==> config.mk <==
export PLATFORM = sky130hd
export DESIGN_NAME = dir_ctrl_debounce
export DESIGN_NICKNAME = d
export VERILOG_FILES = /design/src/rtl/dir_ctrl_debounce_pkg.sv /design/src/rtl/dir_ctrl_debounce_sync2.sv /design/src/rtl/dir_ctrl_debounce.sv
export SDC_FILE = /design/constraint.sdc
export NUM_CORES = 1
export LEC_CHECK = 0
export CAP_MARGIN = 10
export CORE_AREA = 5 5 42 44
export CTS_BUF_LIST = sky130_fd_sc_hd__clkbuf_8 sky130_fd_sc_hd__clkbuf_16
export CTS_CLUSTER_DIAMETER = 30
export CTS_CLUSTER_SIZE = 20
export DETAILED_ROUTE_END_ITERATION = 10
export DIE_AREA = 0 0 47 49
export RECOVER_POWER = 50
export SYNTH_ARGS = -nofsm -noshare
export SYNTH_HDL_FRONTEND = slang
export SYNTH_HIERARCHICAL = 1
export SYNTH_SLANG_ARGS = --single-unit
==> constraint.sdc <==
create_clock -name clk -period 1.1 [get_ports clk]
set_clock_uncertainty 0.1 [all_clocks]
set_input_delay 0.22 -clock clk [delete_from_list [all_inputs] [get_ports clk]]
set_output_delay 0.22 -clock clk [all_outputs]
set_load 0.005 [all_outputs]
==> src/rtl/dir_ctrl_debounce_pkg.sv <==
// dir_ctrl_debounce_pkg: shared state encodings and mode constants for the direction-button conditioner.
package dir_ctrl_debounce_pkg;
    typedef enum logic [1:0] {
        ST_IDLE    = 2'd0,
        ST_WAIT_HI = 2'd1,
        ST_HELD    = 2'd2,
        ST_WAIT_LO = 2'd3
    } state_t;
    localparam logic MODE_LEVEL  = 1'b0;
    localparam logic MODE_TOGGLE = 1'b1;
endpackage

==> src/rtl/dir_ctrl_debounce_sync2.sv <==
// sync2: two-flop synchroniser with asynchronous active-high reset, shared by all button inputs.
module sync2 (
    input  logic clk,
    input  logic rst,
    input  logic d_i,
    output logic q_o
);
    logic meta_q, sync_q;
    always_ff @(posedge clk or posedge rst) begin
        if (rst) begin
            meta_q <= 1'b0;
            sync_q <= 1'b0;
        end else begin
            meta_q <= d_i;
            sync_q <= meta_q;
        end
    end
    assign q_o = sync_q;
endmodule

==> src/rtl/dir_ctrl_debounce.sv <==
// dir_ctrl_debounce: debounces a raw direction button and drives the counter's up/down control.
// Optional PRESS_COUNT_EN adds a saturating 8-bit press counter output.
module dir_ctrl_debounce
    import dir_ctrl_debounce_pkg::*;
#(
    parameter int DEB_CYCLES = 4,
    parameter int CNT_W      = 3
) (
    input  logic             clk,
    input  logic             rst,
    input  logic             btn_raw,
    input  logic             mode,
    output logic             control,
    output logic             press_pulse
`ifdef PRESS_COUNT_EN
    ,
    output logic [7:0]       press_count
`endif
);
    localparam logic [CNT_W-1:0] CNT_LAST = CNT_W'(DEB_CYCLES - 1);
    logic btn_s;
    state_t state_q, state_d;
    logic [CNT_W-1:0] cnt_q, cnt_d;
    logic deb_q, deb_d, pulse_q, pulse_d, control_q, control_d;
    sync2 u_sync (
        .clk (clk),
        .rst (rst),
        .d_i (btn_raw),
        .q_o (btn_s)
    );
    always_comb begin
        state_d = state_q;
        cnt_d   = cnt_q;
        pulse_d = 1'b0;
        case (state_q)
            ST_IDLE: if (btn_s) begin
                state_d = ST_WAIT_HI;
                cnt_d   = CNT_W'(1);
            end
            ST_WAIT_HI: if (!btn_s) begin
                state_d = ST_IDLE;
                cnt_d   = '0;
            end else if (cnt_q == CNT_LAST) begin
                state_d = ST_HELD;
                cnt_d   = '0;
                pulse_d = 1'b1;
            end else cnt_d = cnt_q + CNT_W'(1);
            ST_HELD: if (!btn_s) begin
                state_d = ST_WAIT_LO;
                cnt_d   = CNT_W'(1);
            end
            ST_WAIT_LO: if (btn_s) begin
                state_d = ST_HELD;
                cnt_d   = '0;
            end else if (cnt_q == CNT_LAST) begin
                state_d = ST_IDLE;
                cnt_d   = '0;
            end else cnt_d = cnt_q + CNT_W'(1);
            default: begin
                state_d = ST_IDLE;
                cnt_d   = '0;
            end
        endcase
        deb_d     = (state_d == ST_HELD) || (state_d == ST_WAIT_LO);
        // Use next-state values so control moves in the same cycle as deb/press_pulse
        control_d = (mode == MODE_LEVEL) ? deb_d : (pulse_d ? ~control_q : control_q);
    end
    always_ff @(posedge clk or posedge rst) begin
        if (rst) begin
            state_q   <= ST_IDLE;
            cnt_q     <= '0;
            deb_q     <= 1'b0;
            pulse_q   <= 1'b0;
            control_q <= 1'b0;
        end else begin
            state_q   <= state_d;
            cnt_q     <= cnt_d;
            deb_q     <= deb_d;
            pulse_q   <= pulse_d;
            control_q <= control_d;
        end
    end
    assign control     = control_q;
    assign press_pulse = pulse_q;
`ifdef PRESS_COUNT_EN
    logic [7:0] press_count_q;
    always_ff @(posedge clk or posedge rst) begin
        if (rst) press_count_q <= '0;
        else if (pulse_d && press_count_q != 8'hFF) press_count_q <= press_count_q + 8'd1;
    end
    assign press_count = press_count_q;
`endif
endmodule

# Yosys cells after proc, flatten, opt, wreduce, memory -nomap -nowiden
# Index checks and enable logic that the tools add are counted.
dict set report totals {
  regBits 9
}
dict set report op_classes {
  n_addsub 1
  n_reduce_logical 3
  n_eq_ne 9
  mux 18
  bitwise 1
}
# op count
set ops {}
lappend ops {{$mux 3} 5}
lappend ops {{$mux 2} 6}
lappend ops {{$pmux 3 s4} 1}
lappend ops {{$eq 2x2->1 const B} 4}
lappend ops {{$pmux 2 s4} 1}
lappend ops {{$mux 1} 5}
lappend ops {{$ne 2x1->1 const B} 2}
lappend ops {{$add 3x1->3 const B} 1}
lappend ops {{$eq 3x2->1 const B} 1}
lappend ops {{$eq 2x1->1 const B} 1}
lappend ops {{$logic_not 2->1} 1}
lappend ops {{$ne 2x2->1 const B} 1}
lappend ops {{$reduce_and 2->1} 1}
lappend ops {{$logic_or 1x1->1} 1}
lappend ops {{$not 1->1} 1}

# Logic depth before layout (Yosys ltp)
# Gate-level depths: netlist of run 1.
dict set report logic_depth {
  depth_word 7
  ltp_mapped 4
}

# Cells and area by module
# The synthesis of run 1 kept the hierarchy.
# mod area_each_um2 n_inst cells_per_inst seq_area_each_um2
set by_module_without_submodules {}
lappend by_module_without_submodules {dir_ctrl_debounce 337.8 1 32 175.2}
lappend by_module_without_submodules {sync2 53.8 1 3 50.0}

# Worst setup path before layout of run 1
# OpenSTA, ideal clock, no wires.
dict set report synth_timing {
  path_kind {flip-flop to flip-flop}
  start {register cnt_q[0]}
  end {register control_q (netlist: control)}
  stages_incl_launch_ff 5
  setup_slack_ps -115
  required_ps 920
  setup_time_ps 80
  t_arrival_ps 1035
  synth_period_minus_slack_ps 1215
  path_buffers 0
  path_cell_list {dfrtp_1 ha_1 and3b_1 a2bb2oi_1 o211ai_2}
}
dict set report synth_via {
  elab_chain_len 7
  word_cells_on_any_way 14
  cone_classes {4 x eq/ne; 9 x mux; 1 x reduce/logical}
}
# element line_no
set synth_rtl {}
lappend synth_rtl {{start, declared} dir_ctrl_debounce.sv:23} ;# logic [CNT_W-1:0] cnt_q, cnt_d;
lappend synth_rtl {{start signal, assigned} dir_ctrl_debounce.sv:77} ;# cnt_q <= cnt_d;
lappend synth_rtl {{$eq 3x2->1 *} {dir_ctrl_debounce.sv:43, dir_ctrl_debounce.sv:55}}
lappend synth_rtl {{$mux 2 (on tied branches)} {dir_ctrl_debounce.sv:55, dir_ctrl_debounce.sv:43}}
lappend synth_rtl {{$mux 2 (on tied branches)} {dir_ctrl_debounce.sv:52, dir_ctrl_debounce.sv:40}}
lappend synth_rtl {{$pmux 2 s4} dir_ctrl_debounce.sv:35} ;# case (state_q)
lappend synth_rtl {{$eq 2x2->1} dir_ctrl_debounce.sv:64} ;# deb_d = (state_d == ST_HELD) || (state_d == ST_WAIT_LO);
lappend synth_rtl {{$logic_or 1x1->1} dir_ctrl_debounce.sv:64}
lappend synth_rtl {{$mux 1} dir_ctrl_debounce.sv:66} ;# control_d = (mode == MODE_LEVEL) ? deb_d : (pulse_d ? ~control_q : control_q);
lappend synth_rtl {{end signal, assigned} dir_ctrl_debounce.sv:80} ;# control_q <= control_d;
lappend synth_rtl {{end, declared} dir_ctrl_debounce.sv:24} ;# logic deb_q, deb_d, pulse_q, pulse_d, control_q, control_d;
# Mark *: on every way between the ends. The rest lies on a longest branch, timed or not.
# A chain may end at the register's enable or synchronous reset.

# Worst setup path after layout of run 1
# Same ends and word-level chain as after synthesis.

==> results of run 1 <==
[cells in the mapped netlist, drive strengths merged]
| library cell | number | share of area (%) |
|---|---|---|
| dfrtp | 9 | 58 |
| inv | 5 | 4.8 |
| o21ai | 4 | 5.1 |
| nor2 | 3 | 2.9 |
| nand2 | 2 | 1.9 |
| nand3 | 2 | 2.6 |
| o2bb2ai | 2 | 4.5 |
| a2bb2oi | 1 | 2.2 |
| and3b | 1 | 2.2 |
| ha | 1 | 3.2 |
| nand4b | 1 | 2.2 |
| nor2b | 1 | 1.6 |
| o211ai | 1 | 3.2 |
| o21a | 1 | 1.9 |
| xor2 | 1 | 4.2 |
[worst max-delay path by stage]
| stage | start | slack [ns] | to | cells after the start |
|---|---|---|---|---|
| final | cnt_q[0] | -0.16 | control | 4 |
| after floorplan | cnt_q[0] | -0.08 | control | 4 |
| after detailed placement | cnt_q[1] | -0.17 | control | 4 |
| after CTS | cnt_q[1] | -0.16 | control | 4 |
| after global routing | cnt_q[0] | -0.20 | control | 4 |
| after global placement | mode | -0.13 | control | 4 |
[metrics by stage]
stage | util (%) | hold WS [ns]
global route | 45.2 | 0.205
detailed placement | 36.8 | 0.242
finish | 45.2 | 0.202
global placement | 36.8 | 0.237
floorplan | - | -0.139
CTS | 41.1 | 0.0702
[power groups by stage]
stage,clock [mW],combinational (mW),sequential (mW)
floorplan,0,0.221,0.500
global route,0.399,0.592,0.543
detailed placement,0,0.403,0.507
CTS,0.371,0.422,0.504
global placement,0,0.390,0.502
finish,0.363,0.544,0.527
[registers in the layout, summed over array words and instances (netlist names)]
register	flops
state_q	2
control	1
u_sync/q_o	1
press_pulse	1
cnt_q	3
u_sync/meta_q	1
[final cells by class]
class	instances	area (sq um)	share of cell area [%]
Clock inverter	1	3.75	0.593
Timing Repair Buffer	15	119	18.8
Clock buffer	3	41.3	6.52
Inverter	5	21.3	3.36
Tap cell	16	20.0	3.16
Sequential cell	9	226	35.8
Multi-Input combinational cell	21	201	31.8
[per-layer routing]
layer / vias up / global-route usage (%) / part of all wire (%)
met3: 0 / 2.21 / 4.7
met4: 0 / 2.76 / 0
met5: - / 0 / 0
met1: 153 / 8.66 / 39
li1: 156 / - / -
met2: 5 / 12.4 / 56
[critical path, cell delays in order, from the launching register on]
cell and delay [ns]:
dfrtp_1 0.41, ha_4 0.19, and3b_2 0.22, a2bb2oi_2 0.14, o211ai_2 0.13
[cell families (layout without fill, tap and decap cells)]
group | count (synthesis) | in the layout | share of synthesized area (%)
AND/OR/NAND/NOR | 10 | 10 | 13.4
AO/OA/AOI/OAI | 9 | 9 | 16.9
flip-flops | 9 | 9 | 57.5
buffers and inverters | 5 | 24 | 4.79
adder cells (fa/ha/maj) | 1 | 1 | 3.19
XOR/XNOR | 1 | 1 | 4.15
[repair_timing]
item,CTS,global route
setup buffers,1,3
pin swaps,0,4
endpoints found under the setup margin,7,9
resized for setup,8,15
==> results.ini, run 1 <==
[outcome]
status = finished with violations
violations = setup timing

[floorplanning]
die_area_sq_um = 2300
die_w_um = 47
ios = 6
floorplan.initialDensity_pct = 27.9
die_h_um = 49
core_sq_um = 1400
row_count = 14

[cts]
cts_hold_buf = 0
insertion_delay_ns = 0.22
cts_root_buf = clkbuf_8
cts_max_level = 1
cts_tree = yes
cts.clk_slew.worst_paths_ns = 0.05
clock_path_buffers = 2
cts_buffers = 3
cts.sinks = 9

[sta]
maxSlewHeadroom_pct = 80.2
setup_viol = 7
period_share_pct = 114
slew_viol_final = 0
setup-tns-final_ns = -0.586
grt_setup_unrepaired = true
finalCriticalPeriod_ns = 1.26
fmax_mhz = 796
setup_ws_ns = -0.157
hold_viol = 0
tightest_slew_ns = 0.297

[global_routing]
grt_overflow = 0
grt_pass1_vias = 304
antenna_found_initial = 0
grt_max_degree = 8
track_usage_pct = 7.48
grt_pass1_wl_mm = 1.24

[pwr]
power_mw = 1.43
sw_frac_of_total_pct = 32.7
power_density_nw_per_um2 = 2270
switchingPower_uw = 469
p_comb_share_pct = 37.9
p_int_uw = 966
vdd_drop_max_mv = 1.17
pwr-share-seq_pct = 36.8
total_leakage_power_nw = 0.294
p_clk_share_pct = 25.3

[place]
place_congestion = 0.663
io_buffer_count = 5
dp_cells = 62
place_area_sq_um = 515
hpwl_um = 560
post-place-ws_ns = -0.170

[worst_setup_path]
cp.required_ns = 1.15
critPathArrivalTime_ns = 1.31
r2r_slack_ns = -0.16
reg2reg_from = cnt_q[0]
r2r_cells = 4
worst-path-max-fanout = 4
path_class = reg2reg
worstReg2RegEnd = control
cp-end-kind = flip-flop
startpoint_type = flip-flop

[logic_synthesis]
ys_seq_area_share_pct = 57.5
syn_nets = 40
synth_cell_types = 15
synth.avg_cell_area_sq_um = 11.2
ys_ff_latch = 9
synth_cells = 35
synth_warnings = 6
synth_area_sq_um = 392

[drt]
detail_route.wl_per_cell_um = 11.3
drt_iter0_drc = 2
finalWirelength_um = 790
drc = 0
ant_nets = 0
vias = 314
avgViaCountPerCell = 4.49
dr.pass1.iters = 2

[job]
drv_cap = 0

[finish]
final_area_sq_um = 633
final_common_cell = buf_4
layoutNonFillerInstCount = 70
diodes = 0
drive_gt1_share_pct = 55.6
num-nets-final = 60
final.fill_count = 150
final_cell_mix = 9 x buf_4, 8 x dfrtp_1, 5 x inv_1, 3 x clkbuf_8
synthToLayoutAreaGrowth_pct = 61.7

[hold_path]
worstHoldPathType = in2async

No activity file was read; power rests on OpenSTA's default activity.
==> run 2, diff against run 1 <==
--- a/config.mk
+++ b/config.mk
@@ -6,12 +6,15 @@
 export NUM_CORES = 1
 export LEC_CHECK = 0
 export CAP_MARGIN = 10
+export CELL_PAD_IN_SITES_DETAIL_PLACEMENT = 0
+export CELL_PAD_IN_SITES_GLOBAL_PLACEMENT = 1
 export CORE_AREA = 5 5 42 44
 export CTS_BUF_LIST = sky130_fd_sc_hd__clkbuf_8 sky130_fd_sc_hd__clkbuf_16
 export CTS_CLUSTER_DIAMETER = 30
 export CTS_CLUSTER_SIZE = 20
 export DETAILED_ROUTE_END_ITERATION = 10
 export DIE_AREA = 0 0 47 49
+export PLACE_DENSITY_LB_ADDON = 0.1
 export RECOVER_POWER = 50
 export SYNTH_ARGS = -nofsm -noshare
 export SYNTH_HDL_FRONTEND = slang
==> results.ini, run 2 (synthesis results as in run 1) <==
[outcome]
status = finished with violations
violations = setup timing

[sta]
hold_ws_ns = 0.205
period_share_pct = 115
maxSlewHeadroom_pct = 81.0
tightest_slew_ns = 0.285
hold_viol = 0
grt_setup_unrepaired = true
finalCriticalPeriod_ns = 1.26
setup_ws_ns = -0.162
slew_viol_final = 0
setup_viol = 6
fmax_mhz = 792

[drt]
avgViaCountPerCell = 4.67
wl_met2_um = 488
finalWirelength_um = 901
routed-wl-met3_um = 23
dr.pass1.iters = 3
detail_route.wl_per_cell_um = 13.4
met1_length_um = 389
highest_layer = met3
vias = 313
drc = 0
drt_iter0_drc = 4
ant_nets = 0

[global_routing]
grt_max_degree = 8
grt_pass1_vias = 340
antenna_found_initial = 0
grt_overflow = 0
track_usage_pct = 8.75
grt_pass1_wl_mm = 1.37

[floorplanning]
floorplan.initialDensity_pct = 27.9
die_area_sq_um = 2300
die_w_um = 47
ios = 6
die_h_um = 49
row_count = 14
core_sq_um = 1400

[cts]
cts.clk_slew.worst_paths_ns = 0.04
cts_buffers = 3
cts_max_level = 1
cts.sinks = 9
cts_root_buf = clkbuf_8
insertion_delay_ns = 0.23
clock_path_buffers = 2
cts_tree = yes

[finish]
diodes = 0
regMostFlops = cnt_q
synthToLayoutAreaGrowth_pct = 46.3
final_common_cell = dfrtp_1
layoutNonFillerInstCount = 67
num-nets-final = 57
top_regs = cnt_q x3, state_q x2
final_cell_mix = 9 x dfrtp_1, 7 x buf_4, 6 x inv_1, 3 x nor2_1, 3 x clkbuf_8
largest_reg_flops = 3
drive_gt1_share_pct = 35.3

[hold_path]
worstHoldPathType = in2async

[worst_setup_path]
cp.required_ns = 1.15
r2r_slack_ns = -0.16
cp-end-kind = flip-flop
r2r_cells = 4
reg2reg_from = cnt_q[1]
crit_start = cnt_q[1]
worstReg2RegEnd = control
path_class = reg2reg
startpoint_type = flip-flop
critPathArrivalTime_ns = 1.31
worst-path-max-fanout = 4

[pwr]
switchingPower_uw = 424
p_comb_share_pct = 34.8
p_clk_share_pct = 27.4
total_leakage_power_nw = 0.274
pwr-share-seq_pct = 37.7
sw_frac_of_total_pct = 31.7
power_density_nw_per_um2 = 2330
vdd_drop_max_mv = 1.10
power_mw = 1.34
p_int_uw = 912

[place]
post-place-ws_ns = -0.192
dp_cells = 62
io_buffer_count = 5
hpwl_um = 662
place_congestion = 0.748

[job]
drv_cap = 0

run 2: cell types whose count changed in the layout (fill, tap and decap cells not counted), moves of 2 or more:
| cell | before | now |
|---|---|---|
| nand2_2 | 2 | 0 |
| nor2_2 | 2 | 0 |
| nand2_1 | 0 | 2 |
| buf_2 | 0 | 2 |
| clkbuf_2 | 2 | 0 |
| o2bb2ai_2 | 2 | 0 |
| nor2_1 | 0 | 3 |
| o2bb2ai_1 | 0 | 2 |
| buf_4 | 9 | 7 |
run 2: per-stage QoR:
stage | util [%] | cell area (sq um) | setup TNS, ns
floorplan | - | 400 | -0.0850
global placement | 36.8 | 515 | -0.297
finish | 40.9 | 573 | -0.414
global route | 40.9 | 573 | -0.736
CTS | 39.4 | 552 | -0.359
detailed placement | 36.8 | 515 | -0.471
run 2: worst max-delay path, stage by stage (launching register included):
cell and delay [ns]:
dfrtp_1 0.41, ha_4 0.18, and3b_2 0.23, a2bb2oi_2 0.14, o211ai_2 0.12
run 2: timing repair:
item / 4_1_cts / 5_1_grt
buffers inserted: 0 / 1
endpoints found under the setup margin: 9 / 7
hold buffers: 0 / 0
resized for setup: 10 / 3
pin swaps: 2 / 1
run 2: power groups by stage:
stage               Clock [mW]  Combinational (mW)  Sequential [mW]
floorplan                    0               0.221            0.500
global placement             0               0.411            0.492
detailed placement           0               0.440            0.498
CTS                      0.377               0.429            0.491
global route             0.397               0.508            0.516
finish                   0.367               0.466            0.504
run 2: worst max path at each step:
stage / cells past startpoint / to / slack [ns]
2_1_floorplan: 4 / control / -0.08
3_3_place_gp: 4 / control / -0.15
3_5_place_dp: 4 / control / -0.19
4_1_cts: 4 / control / -0.17
5_1_grt: 4 / control / -0.19
6_report: 4 / control / -0.16
run 2: cell type report:
cell class | count | area [sq um]
clock inverter | 1 | 3.75
timing repair buffer | 12 | 92.6
sequential | 9 | 225
tap | 16 | 20.0
multi-input combinational | 21 | 171
fill | 149 | 828
inverter | 5 | 18.8
clock buffer | 3 | 41.3
run 2: layer usage:
metal	vias to the layer above	track usage (%)
li1	150	-
met1	161	8.39
met2	2	14.0
met3	0	4.43
met4	0	5.53
met5	-	0
==> run 3, diff against run 2 <==
--- a/config.mk
+++ b/config.mk
@@ -5,6 +5,7 @@
 export SDC_FILE = /design/constraint.sdc
 export NUM_CORES = 1
 export LEC_CHECK = 0
+export ABC_AREA = 1
 export CAP_MARGIN = 10
 export CELL_PAD_IN_SITES_DETAIL_PLACEMENT = 0
 export CELL_PAD_IN_SITES_GLOBAL_PLACEMENT = 1
==> constraint.sdc (replaced) <==
create_clock -name clk -period 1.57 [get_ports clk]
set_clock_uncertainty 0.1 [all_clocks]
set_input_delay 0.314 -clock clk [delete_from_list [all_inputs] [get_ports clk]]
set_output_delay 0.314 -clock clk [all_outputs]
set_load 0.005 [all_outputs]
==> results.ini, run 3 <==
[cts]
ctsResizeCount = 0
cts_buffers = 3
clock_path_buffers = 2
cts_tree = yes
insertion_delay_ns = 0.23
cts_setup_buffers = 0
cts_hold_buf = 0
cts_root_buf = clkbuf_8
cts_max_level = 1
cts.sinks = 9
cts.clk_slew.worst_paths_ns = 0.05

[logic_synthesis]
synth_area_sq_um = 400
async_flop_share_pct = 100
synth_area_leaders = dfrtp_1 56%, inv_1 9.4%, nand2_1 6.6%
synth_common_cells = 10 x inv_1, 9 x dfrtp_1, 7 x nand2_1
synth_top_area_cell = dfrtp_1
yosysTopAreaCellShare_pct = 56.3
syn_nets = 46
ys.flop_type = dfrtp_1
ys_ff_latch = 9
synth.avg_cell_area_sq_um = 9.77
synth_most_common_cell = inv_1
ys_seq_area_share_pct = 56.3
synth_cells = 41
synth_warnings = 6
synth_cell_types = 16
synth_edf_count = 0

[floorplanning]
row_count = 14
die_w_um = 47
die_area_sq_um = 2300
ios = 6
floorplan.initialDensity_pct = 28.6
core_sq_um = 1400
die_h_um = 49

[sta]
grt_setup_unrepaired = false
hold_viol = 0
setup_viol = 0
finalCriticalPeriod_ns = 1.50
maxSlewHeadroom_pct = 80.9
fmax_mhz = 665
setup-tns-final_ns = 0
slew_viol_final = 0
tightest_slew_ns = 0.286
period_share_pct = 95.8

[worst_setup_path]
path_cells = clkdlybuf4s50_1
critPathArrivalTime_ns = 1.09
worst-path-buf-inv = 1
cp-end-kind = output port
max_stage_delay_ns = 0.51
worst-path-max-fanout = 3
path_class = reg2out
cpMaxStageDelayCell = clkdlybuf4s50_1
startpoint_type = flip-flop
cp.required_ns = 1.16
cpLargestDelayFamily = buffers and inverters

[drt]
vias = 299
detail_route.wl_per_cell_um = 10.3
wl_met2_um = 337
drt_iter0_drc = 16
met1_length_um = 272
ant_nets = 0
finalWirelength_um = 681
avgViaCountPerCell = 4.53
routed-wl-met3_um = 35
drc = 0
highest_layer = met4
dr.pass1.iters = 4

[finish]
drive_gt1_share_pct = 14.0
final_common_cell = inv_1
regMostFlops = cnt_q
synthToLayoutAreaGrowth_pct = 28.7
final_cell_mix = 11 x inv_1, 9 x dfrtp_1, 7 x nand2_1
num-nets-final = 56
top_regs = cnt_q x3, state_q x2
diodes = 0
final.fill_count = 150
largest_reg_flops = 3

[global_routing]
grt_pass1_wl_mm = 1.29
antenna_found_initial = 0
grt_max_degree = 8
track_usage_pct = 8.31
grt_pass1_vias = 309
grt_overflow = 0

[place]
io_buffer_count = 5
hpwl_um = 523
place_congestion = 0.667

[pwr]
power_density_nw_per_um2 = 1610
vdd_drop_max_mv = 0.638
power_uw = 828
total_leakage_power_nw = 0.252

[job]
drv_cap = 0

[hold_path]
worstHoldPathType = reg2reg

[outcome]
status = completed

run 3: cell count changes after synthesis, moves of 2 or more:
cell | previous run | this run
inv_1 | 5 | 10
nand2_1 | 2 | 7
nor2_1 | 3 | 1
o21ai_0 | 4 | 1
o2bb2ai_1 | 2 | 0
run 3: cells by family (layout without fill, tap and decap cells):
group / count (synthesis) / after routing / share of synthesized area, %
adder cells (fa/ha/maj): 1 / 1 / 3.12
AO/OA/AOI/OAI: 6 / 6 / 9.37
AND/OR/NAND/NOR: 15 / 15 / 21.9
buffers and inverters: 10 / 19 / 9.38
flip-flops: 9 / 9 / 56.3
run 3: path summary, 6_finish.rpt:
path / from / to / slack (ns) / cells after the start
worst max-delay path: control / control / 0.07 / 1
worst min-delay path: u_sync/meta_q / u_sync/q_o / 0.26 / 0
worst max register to register: cnt_q[0] / cnt_q[0] / 0.37 / 6
worst min register to register: u_sync/meta_q / u_sync/q_o / 0.26 / 0
max in group asynchronous: rst / state_q[1] / 0.77 / 2
min in group asynchronous: rst / u_sync/meta_q / 0.29 / 2
run 3: power by group:
part | leakage [nW] | switching, mW | internal, mW
clock network | 0.0269 | 0.0920 | 0.170
registers | 0.113 | 0.0516 | 0.294
logic | 0.111 | 0.115 | 0.105
total | 0.252 | 0.259 | 0.569
run 3: cell type report:
type                    instances  area [sq um]  area share, %
multi-input cells              22           138           26.7
clock buffers                   3          41.3           8.01
repair buffers                  5          50.0           9.71
flip-flops and latches          9           225           43.7
clock inverters                 1          3.75          0.728
well taps                      16          20.0           3.88
inverters                      10          37.5           7.28
run 3: through the flow:
| step | worst slack (ns) | cell area [sq um] | hold slack, ns | utilization, % | cells |
|---|---|---|---|---|---|
| after floorplan | 0.454 | 400 | -0.0448 | - | 41 |
| after global placement | 0.317 | 470 | 0.243 | 33.6 | 62 |
| after detailed placement | 0.314 | 470 | 0.253 | 33.6 | 62 |
| after CTS | 0.0604 | 515 | 0.159 | 36.8 | 66 |
| after global routing | 0.0119 | 515 | 0.265 | 36.8 | 66 |
| final | 0.0662 | 515 | 0.256 | 36.8 | 66 |
run 3: layer usage:
metal	GRT usage (%)	up-vias
li1	-	146
met5	0	-
met1	9.03	141
met2	10.6	7
met4	8.29	0
met3	4.43	5
==> patch 1 (config.mk and constraints of run 2) <==
The option `PRESS_COUNT_EN` is turned on by a define.
--- a/src/rtl/dir_ctrl_debounce.sv
+++ b/src/rtl/dir_ctrl_debounce.sv
@@ -2,2 +2,4 @@
 // Optional PRESS_COUNT_EN adds a saturating 8-bit press counter output.
+`define PRESS_COUNT_EN
+
 module dir_ctrl_debounce
Behaviour (old outputs only; new: press_count): unchanged (equiv_simple and equiv_induct, registers matched by name and starting in step).
==> patch 1 against run 2 <==
- the run now fails in global routing (5_1_grt)
- synthesized cell count up 110%
- area after synthesis is 110% higher
==> patch 1: results <==
export IMPL_place_gp_congestion=0.805
export IMPL_ys_seq_area_frac=0.522
export IMPL_worstEndpointType="register data pin"
export IMPL_synthCells=74
export IMPL_placed_cell_area_um2=1160
export IMPL_portBuffers=13
export IMPL_firstError="[ERROR DPL-0038] Utilization greater than 100%, impossible to legalize"
export IMPL_worst_endpoint="press_count[5]$_DFFE_PP0P_/D"
export IMPL_cts_root_buffer="clkbuf_8"
export IMPL_postSynth_asyncResetShare=1.00
export IMPL_dp_slack_ps=-311
export IMPL_haltStage="global routing (5_1_grt)"
export IMPL_cts_sinks=17
export IMPL_ys_warn_count=6
export IMPL_netlist_top_cells_area="dfrtp_1 (52%), nand2_1 (4.6%), xnor2_1 (4.3%)"
export IMPL_clockBufferDepth=2
export IMPL_ys_top_cells_by_count="dfrtp_1 (17), nand2_1 (10), nand3_1 (6)"
export IMPL_grt_max_degree=16
export IMPL_syn_nets=80
export IMPL_synth_ff_type="dfrtp_1"
export IMPL_hpwl_um=1520
export IMPL_yosysUniqueCellTypes=27
export IMPL_numCtsBuffers=3
export IMPL_htreeDepth=1
export IMPL_outcome="aborted with a tool error"
==> patch 1: stage by stage <==
step / util / cells
after floorplan: - / 74
after global placement: 0.830 / 123
after detailed placement: 0.830 / 123
after CTS: 0.965 / 137
==> patch 1: repair_timing <==
| item | 4_1_cts |
|---|---|
| endpoints found under the hold margin | 0 |
| setup endpoints to repair | 25 |
| resized for setup | 60 |
| pin swaps | 8 |
| buffers inserted | 11 |
==> patch 1: cells by family after synthesis <==
kind of cell,count (synthesis),share of synthesized area
AOI/OAI and AO/OA,11,0.0814
xor gates and xnor gates,5,0.0538
adders and majority gates,2,0.0307
buffers and inverters,3,0.0184
DFF,17,0.522
muxes,1,0.0184
and+or+nand+nor,35,0.275
==> patch 2 (flow settings as in run 2) <==
Without the edit above. Encoding of `state_t`: now one-hot (4 bits for 4 states).
--- a/src/rtl/dir_ctrl_debounce_pkg.sv
+++ b/src/rtl/dir_ctrl_debounce_pkg.sv
@@ -2,7 +2,7 @@
 package dir_ctrl_debounce_pkg;
-    typedef enum logic [1:0] {
-        ST_IDLE    = 2'd0,
-        ST_WAIT_HI = 2'd1,
-        ST_HELD    = 2'd2,
-        ST_WAIT_LO = 2'd3
+    typedef enum logic [3:0] {
+        ST_IDLE    = 4'b0001,
+        ST_WAIT_HI = 4'b0010,
+        ST_HELD    = 4'b0100,
+        ST_WAIT_LO = 4'b1000
     } state_t;
Function: same outputs for any inputs over 10 cycles, from zero or initial values and one cycle with rst high; not proved beyond that.
==> patch 2 against run 2 <==
- the run still ends with setup timing left
- maximum frequency down 14%
- worst setup slack worse by 210 ps
- core utilization up 29 points
- design area up 71%
- global-route usage up 6.5 points
- sequential cell count up 2
- sequential power down 6.5%
- routed wire length up 65%
- hold slack worse by 18 ps
- largest cell class is now multi-input combinational cells
- non-clock buffer count up 20
- area after synthesis up 59%
- total power down 7.8%
==> patch 2: results <==
export IMPL_grt_max_degree=10
export IMPL_avgViaCountPerCell=5.16
export IMPL_fin_ws_ps=-375
export IMPL_hold_class="input port to async pin"
export IMPL_critPathMaxFanout=5
export IMPL_syn_nets=65
export IMPL_numCtsBuffers=3
export IMPL_cp_slowest_stage_delay_ps=430
export IMPL_setup_viol=9
export IMPL_htreeDepth=1
export IMPL_cp_arrival_ps=1550
export IMPL_ys_top_cells_by_count="dfrtp_1 (10), nor2b_1 (5)"
export IMPL_placed_cell_area_um2=840
export IMPL_nets=98
export IMPL_insertion_delay_ps=240
export IMPL_finalMaxSlewViolations=0
export IMPL_place_gp_congestion=0.759
export IMPL_hpwl_um=986
export IMPL_netlist_top_cells_area="dfrtp_1 (40%), nor2b_1 (5.0%), dfstp_2 (4.2%)"
export IMPL_routed_wl_um=1480
export IMPL_worstMarginPinSlew_ps=261
export IMPL_path_delay_family="simple AND/OR/NAND/NOR gates"
export IMPL_dp_slack_ps=-441
export IMPL_reg_top3="state_q: 4 flops, cnt_q: 3 flops"
export IMPL_antenna_found_initial=0
export IMPL_drive_above_1_share=0.554
export IMPL_fillCellCount=122
export IMPL_violations="setup timing"
export IMPL_antenna_cells=0
export IMPL_outcome="finished, violations left"
export IMPL_drt_initial_drc_count=7
export IMPL_grt_pass1_vias=546
export IMPL_grt_usage=0.153
export IMPL_p_leak_uw=0.000482
export IMPL_crit_slowest_cell="dfrtp_2"
export IMPL_yosysUniqueCellTypes=31
export IMPL_cts_root_buffer="clkbuf_8"
export IMPL_ys_seq_area_frac=0.444
export IMPL_dr_pass1_iters=4
export IMPL_ir_worst_vdd_uv=803
export IMPL_grt_pass1_wl_um=2530
-- patch 2: logic make-up after synthesis --
| logic type | synth area share |
|---|---|
| AOI/OAI and AO/OA | 0.175 |
| xor gates and xnor gates | 0.0281 |
| adders and majority gates | 0.0201 |
| buffers and inverters | 0.0723 |
| DFF | 0.444 |
| muxes | 0.0161 |
| and+or+nand+nor | 0.245 |
-- patch 2: metal layers --
| layer | track usage | wire length (µm) | up-vias |
|---|---|---|---|
| met5 | 0 | 0 | - |
| met4 | 0.0691 | 29 | 0 |
| met3 | 0.0332 | 25 | 4 |
| met2 | 0.226 | 698 | 4 |
| met1 | 0.206 | 730 | 271 |
| li1 | - | - | 278 |
-- patch 2: what timing repair did --
action                                  CTS  global route
pin swaps                                 5             5
gates resized for setup                  22             4
endpoints found under the setup margin   11             9
hold endpoints to repair                  0             0
buffers inserted                          6             0
cloned                                    0             0
-- patch 2: final cells by class --
class | count | area [µm²] | area share
Clock buffer | 3 | 41.3 | 0.0422
Clock inverter | 1 | 3.75 | 0.00384
Inverter | 3 | 11.3 | 0.0115
Multi-Input combinational cell | 42 | 363 | 0.371
Sequential cell | 11 | 280 | 0.286
Tap cell | 16 | 20.0 | 0.0205
Timing Repair Buffer | 32 | 259 | 0.265
-- patch 2: metrics by stage --
step	TNS, ps	hold WS [ps]	std cells
after floorplan	-1450	-139	60
after global placement	-2540	238	98
after detailed placement	-2690	248	98
after CTS	-2130	56.3	108
after global routing	-2710	196	108
final	-2320	187	108
-- patch 2: worst paths after layout --
kind	from	cells past startpoint	slack [ps]	end
max	u_sync/q_o	4	-380	cnt_q[2]
min	rst	2	190	u_sync/meta_q
max reg2reg	u_sync/q_o	4	-380	cnt_q[2]
min reg2reg	u_sync/meta_q	0	260	u_sync/q_o
max in group asynchronous	rst	3	290	state_q[0]
min in group clk	u_sync/meta_q	0	260	u_sync/q_o
-- patch 2: report_power, final --
part	internal [µW]	switching, µW
sequential	441	30.4
clock	246	158
combinational	214	144
